<file path="src/rtl/fp_cvt_pkg.sv">
// Shared constants and helpers for the integer-to-float converter.
// Rounding-mode encoding, default field widths, bias and shift-width helpers.
package fp_cvt_pkg;

  localparam int DEF_IN_WIDTH = 16;
  localparam int DEF_EXP_W    = 5;
  localparam int DEF_MAN_W    = 10;
  localparam int SIGN_W       = 1;

  localparam logic RND_RNE = 1'b0;
  localparam logic RND_RTZ = 1'b1;

  function automatic int bias(input int exp_w);
    return (1 << (exp_w - 1)) - 1;
  endfunction

  function automatic int shamt_w(input int w);
    return $clog2(w) + 1;
  endfunction

  function automatic int imax(input int a, input int b);
    return (a > b) ? a : b;
  endfunction

endpackage

</file>
<file path="src/rtl/lzc_param.sv">
// Parametrised leading-zero counter; an all-zero input yields W.
// Ports: a (W-bit operand), cnt (leading zero count, $clog2(W)+1 bits).
module lzc_param
  import fp_cvt_pkg::*;
#(
  parameter int W = DEF_IN_WIDTH
) (
  input  logic [W-1:0]          a,
  output logic [shamt_w(W)-1:0] cnt
);

  localparam int CW = shamt_w(W);

  always_comb begin
    cnt = CW'(W);
    for (int i = 0; i < W; i++) begin
      if (a[i]) cnt = CW'(W - 1 - i);
    end
  end

endmodule

</file>
<file path="src/rtl/int_to_float_pipe.sv">
// Three-stage int-to-float converter with valid/ready flow control.
// Ports: clk, reset, in_* beat (data/signed/rtz), out_* result + flags.
module int_to_float_pipe
  import fp_cvt_pkg::*;
#(
  parameter int IN_WIDTH = DEF_IN_WIDTH,
  parameter int EXP_W    = DEF_EXP_W,
  parameter int MAN_W    = DEF_MAN_W
) (
  input  logic                   clk,
  input  logic                   reset,
  input  logic                   in_valid,
  output logic                   in_ready,
  input  logic [IN_WIDTH-1:0]    in_data,
  input  logic                   in_signed,
  input  logic                   in_rtz,
  output logic                   out_valid,
  input  logic                   out_ready,
  output logic [EXP_W+MAN_W:0]   out_data,
  output logic                   out_overflow,
  output logic                   out_inexact
);

  localparam int LZW   = shamt_w(IN_WIDTH);
  localparam int FW    = IN_WIDTH - 1;
  localparam int EXT_W = imax(FW, MAN_W + 3);
  localparam int SH    = EXT_W - FW;
  localparam int BIAS  = bias(EXP_W);
  localparam int MAXE  = (1 << EXP_W) - 1;
  localparam logic [EXP_W-1:0] MAXF_E = EXP_W'(MAXE - 1);

  logic en1, en2, en3;
  logic v1, v2, v3;

  logic                s1_sign, s1_rtz;
  logic [IN_WIDTH-1:0] s1_mag;

  logic                s2_sign, s2_rtz, s2_zero;
  logic [FW-1:0]       s2_frac;
  logic [LZW-1:0]      s2_exp;

  // Each stage may load when empty or when its contents move on.
  assign en3      = !v3 | out_ready;
  assign en2      = !v2 | en3;
  assign en1      = !v1 | en2;
  assign in_ready = en1;
  assign out_valid = v3;

  logic                sign_c;
  logic [IN_WIDTH-1:0] mag_c;

  assign sign_c = in_signed & in_data[IN_WIDTH-1];
  assign mag_c  = sign_c ? (~in_data + IN_WIDTH'(1)) : in_data;

  logic [LZW-1:0]      lz;
  logic [IN_WIDTH-1:0] norm_c;
  logic [LZW-1:0]      e_c;

  lzc_param #(.W(IN_WIDTH)) u_lzc (
    .a   (s1_mag),
    .cnt (lz)
  );

  assign norm_c = s1_mag << lz;
  assign e_c    = LZW'(IN_WIDTH - 1) - lz;

  logic [EXT_W-1:0]     ext;
  logic [MAN_W-1:0]     mant;
  logic                 g, r, st, inx;
  logic                 inc, clip, ovf;
  logic [MAN_W:0]       msum;
  logic [31:0]          bexp;
  logic [EXP_W+MAN_W:0] res;

  always_comb begin
    ext  = EXT_W'(s2_frac) << SH;
    mant = ext[EXT_W-1 -: MAN_W];
    g    = ext[EXT_W-1-MAN_W];
    r    = ext[EXT_W-2-MAN_W];
    st   = |ext[EXT_W-3-MAN_W:0];
    inx  = g | r | st;
    inc  = !s2_rtz & g & (r | st | mant[0]);
    msum = {1'b0, mant} + (MAN_W+1)'(inc);
    bexp = 32'(s2_exp) + 32'(msum[MAN_W]) + 32'(BIAS);
    // A truncated value still above max-finite counts as overflow.
    clip = s2_rtz & (&mant) & inx & (bexp == 32'(MAXE - 1));
    ovf  = (bexp >= 32'(MAXE)) | clip;
    if (ovf) begin
      if (s2_rtz) res = {s2_sign, MAXF_E, {MAN_W{1'b1}}};
      else        res = {s2_sign, {EXP_W{1'b1}}, {MAN_W{1'b0}}};
    end else begin
      res = {s2_sign, bexp[EXP_W-1:0], msum[MAN_W-1:0]};
    end
  end

  always_ff @(posedge clk) begin
    if (reset) begin
      v1           <= 1'b0;
      v2           <= 1'b0;
      v3           <= 1'b0;
      s1_sign      <= 1'b0;
      s1_rtz       <= 1'b0;
      s1_mag       <= '0;
      s2_sign      <= 1'b0;
      s2_rtz       <= 1'b0;
      s2_zero      <= 1'b1;
      s2_frac      <= '0;
      s2_exp       <= '0;
      out_data     <= '0;
      out_overflow <= 1'b0;
      out_inexact  <= 1'b0;
    end else begin
      if (en1) v1 <= in_valid;
      if (en1 & in_valid) begin
        s1_sign <= sign_c;
        s1_rtz  <= in_rtz;
        s1_mag  <= mag_c;
      end
      if (en2) v2 <= v1;
      if (en2 & v1) begin
        s2_sign <= s1_sign;
        s2_rtz  <= s1_rtz;
        s2_zero <= !norm_c[IN_WIDTH-1];
        s2_frac <= norm_c[FW-1:0];
        s2_exp  <= e_c;
      end
      if (en3) v3 <= v2;
      if (en3 & v2) begin
        if (s2_zero) begin
          out_data     <= '0;
          out_overflow <= 1'b0;
          out_inexact  <= 1'b0;
        end else begin
          out_data     <= res;
          out_overflow <= ovf;
          out_inexact  <= inx | ovf;
        end
      end
    end
  end

endmodule

</file>
<file path="config.mk">
export PLATFORM = sky130hd
export DESIGN_NAME = int_to_float_pipe
export DESIGN_NICKNAME = d
export VERILOG_FILES = /design/src/rtl/fp_cvt_pkg.sv /design/src/rtl/lzc_param.sv /design/src/rtl/int_to_float_pipe.sv
export SDC_FILE = /design/constraint.sdc
export NUM_CORES = 1
export LEC_CHECK = 0
export ABC_AREA = 1
export CORE_MARGIN = 4
export CORE_UTILIZATION = 30
export CTS_BUF_LIST = sky130_fd_sc_hd__clkbuf_2
export CTS_CLUSTER_DIAMETER = 100
export DETAILED_ROUTE_END_ITERATION = 8
export GPL_TIMING_DRIVEN = 0
export PLACE_DENSITY = 0.5
export REMOVE_ABC_BUFFERS = 1
export SYNTH_ARGS = -nofsm -noshare
export SYNTH_HDL_FRONTEND = slang
export SYNTH_SLANG_ARGS = --single-unit
</file>
<file path="constraint.sdc">
create_clock -name clk -period 6.15 [get_ports clk]
set_clock_uncertainty 0.05 [all_clocks]
set_input_delay 0.9225 -clock clk [delete_from_list [all_inputs] [get_ports clk]]
set_output_delay 0.9225 -clock clk [all_outputs]
set_load 0.005 [all_outputs]
</file>
==> results.py <==
metrics = {
    "routing": {
        "avgRoutedWirePerCell_um": 12.1,
        "via_per_inst": 4.79,
        "vias": 3471,
        "drtIter0Drc": 163,
        "ant_nets": 0,
        "wl_um": 8730,
        "drcViolationCount": 0,
        "dr.pass1.iters": 4,
    },
    "setup_path": {
        "cp_max_fo": 13,
        "end_kind": "flip-flop",
        "worstSetupPathType": "reg2reg",
        "max_stage_delay_ps": 420,
        "r2r-start": "s2_rtz",
        "critical_path.top_delay_family": "simple AND/OR/NAND/NOR gates",
        "cp.required_ps": 6560,
        "slowest_stage": "a21boi_2",
        "cp.arrival_ps": 3930,
        "critical_path.cell_chain": "inv_1, and3_1, ha_1, nand2_1, nor2_1, nand4_1, ha_1, ha_1, nand3_1, xor2_1, nor2_1, nand3_1, nand3_1, a21boi_2, o21ai_0, a21oi_1",
        "critPathLaunchType": "flip-flop",
        "critPathLaunch": "s2_rtz",
        "critPathBufInv": 1,
    },
    "power_and_ir_drop": {
        "p_total_mw": 1.02,
        "vdd_drop_max_mv": 0.0736,
        "cellLeakagePower_nw": 1.74,
        "powerDensity_nw_per_um2": 244,
    },
    "sta": {
        "max_slew_margin_pct": 35.9,
        "rsz0062_at_grt": "false",
        "fin_crit_sh_pct": 57.3,
        "fmax_ghz": 0.284,
        "setup_viol": 0,
        "tightest_slew_ps": 961,
        "final_hold_viol_count": 0,
        "drv_slew": 0,
        "post-route-min-period_ps": 3520,
        "tns_ps": 0,
    },
    "finish": {
        "syn_to_final_growth_pct": 17.1,
        "diodes": 0,
        "multi_input_area_um2": 2010,
        "nFillCells": 1264,
        "layout.area.seq_um2": 1240,
        "fin_nets": 602,
        "layout-drive-gt1-share_pct": 5.68,
    },
    "logic_synthesis": {
        "synth_top_family_by_area": "simple AND/OR/NAND/NOR gates",
        "synthAdderAreaFrac_pct": 1.40,
        "yosysSeqAreaShare_pct": 34.7,
        "netlist_area_um2": 3580,
        "synthMuxAreaShare_pct": 0,
        "ys_types": 36,
        "syn_avg_cell_area_um2": 6.56,
        "yosys.area_share.simple_pct": 33.0,
        "yosysWarningCount": 0,
        "synthXorXnorAreaFrac_pct": 4.65,
        "synthCells": 546,
        "synth-seq-cells": 62,
        "synth_compound_area_share_pct": 17.1,
    },
    "clock_tree": {
        "path_clk_slew_ps": 220,
        "post_cts_buffers": 0,
        "clock_path_buffers": 2,
        "clkLatencyLatePin_ps": 510,
        "cts.sink_count": 62,
        "htree_levels": 3,
        "cts_tree": "yes",
        "cts_buffers": 9,
        "cts_resized": 0,
        "root_buffer": "clkbuf_2",
        "hold_buffers": 0,
    },
    "floorplan": {
        "start_util_pct": 31.0,
        "io_pins": 42,
        "die_h_um": 117,
        "num_rows": 39,
        "design.die.area_um2": 13700,
        "die_w_um": 117,
        "core_region_area_um2": 11600,
    },
    "place": {
        "io_buffers": 41,
        "post-dp-hpwl_um": 6670,
        "place_congestion": 0.850,
    },
    "flow_run": {
        "max_cap_viol_count": 0,
    },
    "grt": {
        "grt_max_degree": 47,
        "antenna_found_initial": 0,
        "grt_pass1_vias": 3338,
        "grtUsageTotal_pct": 13.8,
        "grt.overflow.total": 0,
        "grt_pass1_wl_um": 15400,
    },
    "outcome": {
        "status": "completed",
    },
    "worst_hold_path": {
        "hold_path.class": "reg2reg",
        "hold_start": "s2_sign",
    },
}
registers in the layout (all words and copies together) (netlist names):
signal	flops
out_data	16
s2_zero	1
s2_exp	5
v1	1
s1_mag	16
out_overflow	1
s1_sign	1
ext	15
out_valid	1
s2_rtz	1
s2_sign	1
s1_rtz	1
v2	1
out_inexact	1
worst paths after layout:
kind	depth (start not counted)	to	slack [ps]
hold reg to reg	2	out_data[15]	420
hold / removal	2	out_data[15]	420
setup reg to reg	16	out_data[4]	2630
setup / recovery	16	out_data[4]	2630
final cells by class:
cell class | count | share of cell area [%]
sequential | 62 | 29.6
inverter | 57 | 5.10
multi-input combinational | 405 | 48.0
tap | 143 | 4.27
timing repair buffer | 41 | 9.67
clock buffer | 9 | 1.07
clock inverter | 7 | 2.30
routing by layer:
metal  track usage, %  part of all wire (%)
met5                0                     0
met4             4.20                   1.3
met3             3.39                   4.5
met2             23.0                    46
met1             17.6                    48
placed cells by master (no fill, tap or decap), types with 3 or more instances in the layout:
| master | netlist | layout |
|---|---|---|
| a21oi_1 | 57 | 57 |
| a31oi_1 | 3 | 3 |
| clkbuf_2 | 0 | 9 |
| clkdlybuf4s50_1 | 0 | 40 |
| clkinvlp_4 | 0 | 3 |
| dfxtp_1 | 62 | 62 |
| ha_1 | 4 | 4 |
| inv_1 | 51 | 51 |
| inv_2 | 5 | 5 |
| nand2_1 | 147 | 147 |
| nand2_4 | 3 | 3 |
| nand3_1 | 66 | 66 |
| nand4_1 | 5 | 5 |
| nor2_1 | 29 | 29 |
| nor3_1 | 7 | 7 |
| nor4_1 | 3 | 3 |
| o211ai_1 | 3 | 3 |
| o21ai_0 | 34 | 34 |
| o21ai_1 | 3 | 3 |
| o221ai_1 | 3 | 3 |
| xnor2_1 | 6 | 6 |
| xor2_1 | 13 | 13 |
metrics by stage:
step | area, µm² | cells | utilization, % | hold slack, ps | setup slack, ps
global route | 4190 | 724 | 36.2 | 448 | 2230
CTS | 4190 | 724 | 36.2 | 420 | 2600
finish | 4190 | 724 | 36.2 | 424 | 2630
detailed placement | 4050 | 708 | 35.0 | 404 | 2590
global placement | 4060 | 708 | 35.1 | 403 | 2240
floorplan | 3470 | 524 | - | 385 | 3280
cell families (layout without fill, tap and decap cells):
kind of cell | after synthesis | count (layout)
simple gates | 270 | 270
compound gates | 112 | 112
buf+inv | 79 | 114
flops | 62 | 62
xor+xnor | 19 | 19
fa+ha+maj | 4 | 4
report_power, final:
| part | internal [mW] | total [mW] | switching [mW] | leakage, nW |
|---|---|---|---|---|
| Sequential | 0.426 | 0.446 | 0.0203 | 0.507 |
| Clock | 0.135 | 0.301 | 0.167 | 0.0745 |
| Combinational | 0.0961 | 0.276 | 0.180 | 1.16 |
| Total | 0.657 | 1.02 | 0.367 | 1.74 |
worst min-delay path: stages (launching register included):
cell     delay [ps]
dfxtp_1         350
nand2_1          60
a21oi_1          50
Yosys cell counts:
cell type	number	share of area, %
nand2_1	147	15
buf_2	7	0.98
o21ai_0	34	4.8
a21boi_2	1	0.31
dfxtp_1	62	35
a21oi_1	57	8.0
nand3_2	1	0.28
nor4_1	3	0.52
xnor2_1	6	1.5
o31ai_1	2	0.42
inv_2	5	0.52
nand3_1	66	9.2
nor3_1	7	0.98
nand2_2	2	0.35
a22oi_1	2	0.42
buf_6	3	0.94
nor3_2	1	0.28
nand4_1	5	0.87
o21ai_1	3	0.42
and3_1	1	0.17
ha_1	4	1.4
xor2_1	13	3.2
inv_1	51	5.3
and2_1	1	0.17
o221ai_1	3	0.73
clkbuf_1	12	1.3
or2_1	1	0.17
a21oi_2	2	0.49
a211oi_1	2	0.42
nor2_1	29	3.0
o211ai_1	3	0.63
a31oi_1	3	0.52
nor3b_1	2	0.42
nand2_4	3	0.94
clkinv_1	1	0.10
or2_2	1	0.17
No activity file was read; power rests on OpenSTA's default activity.
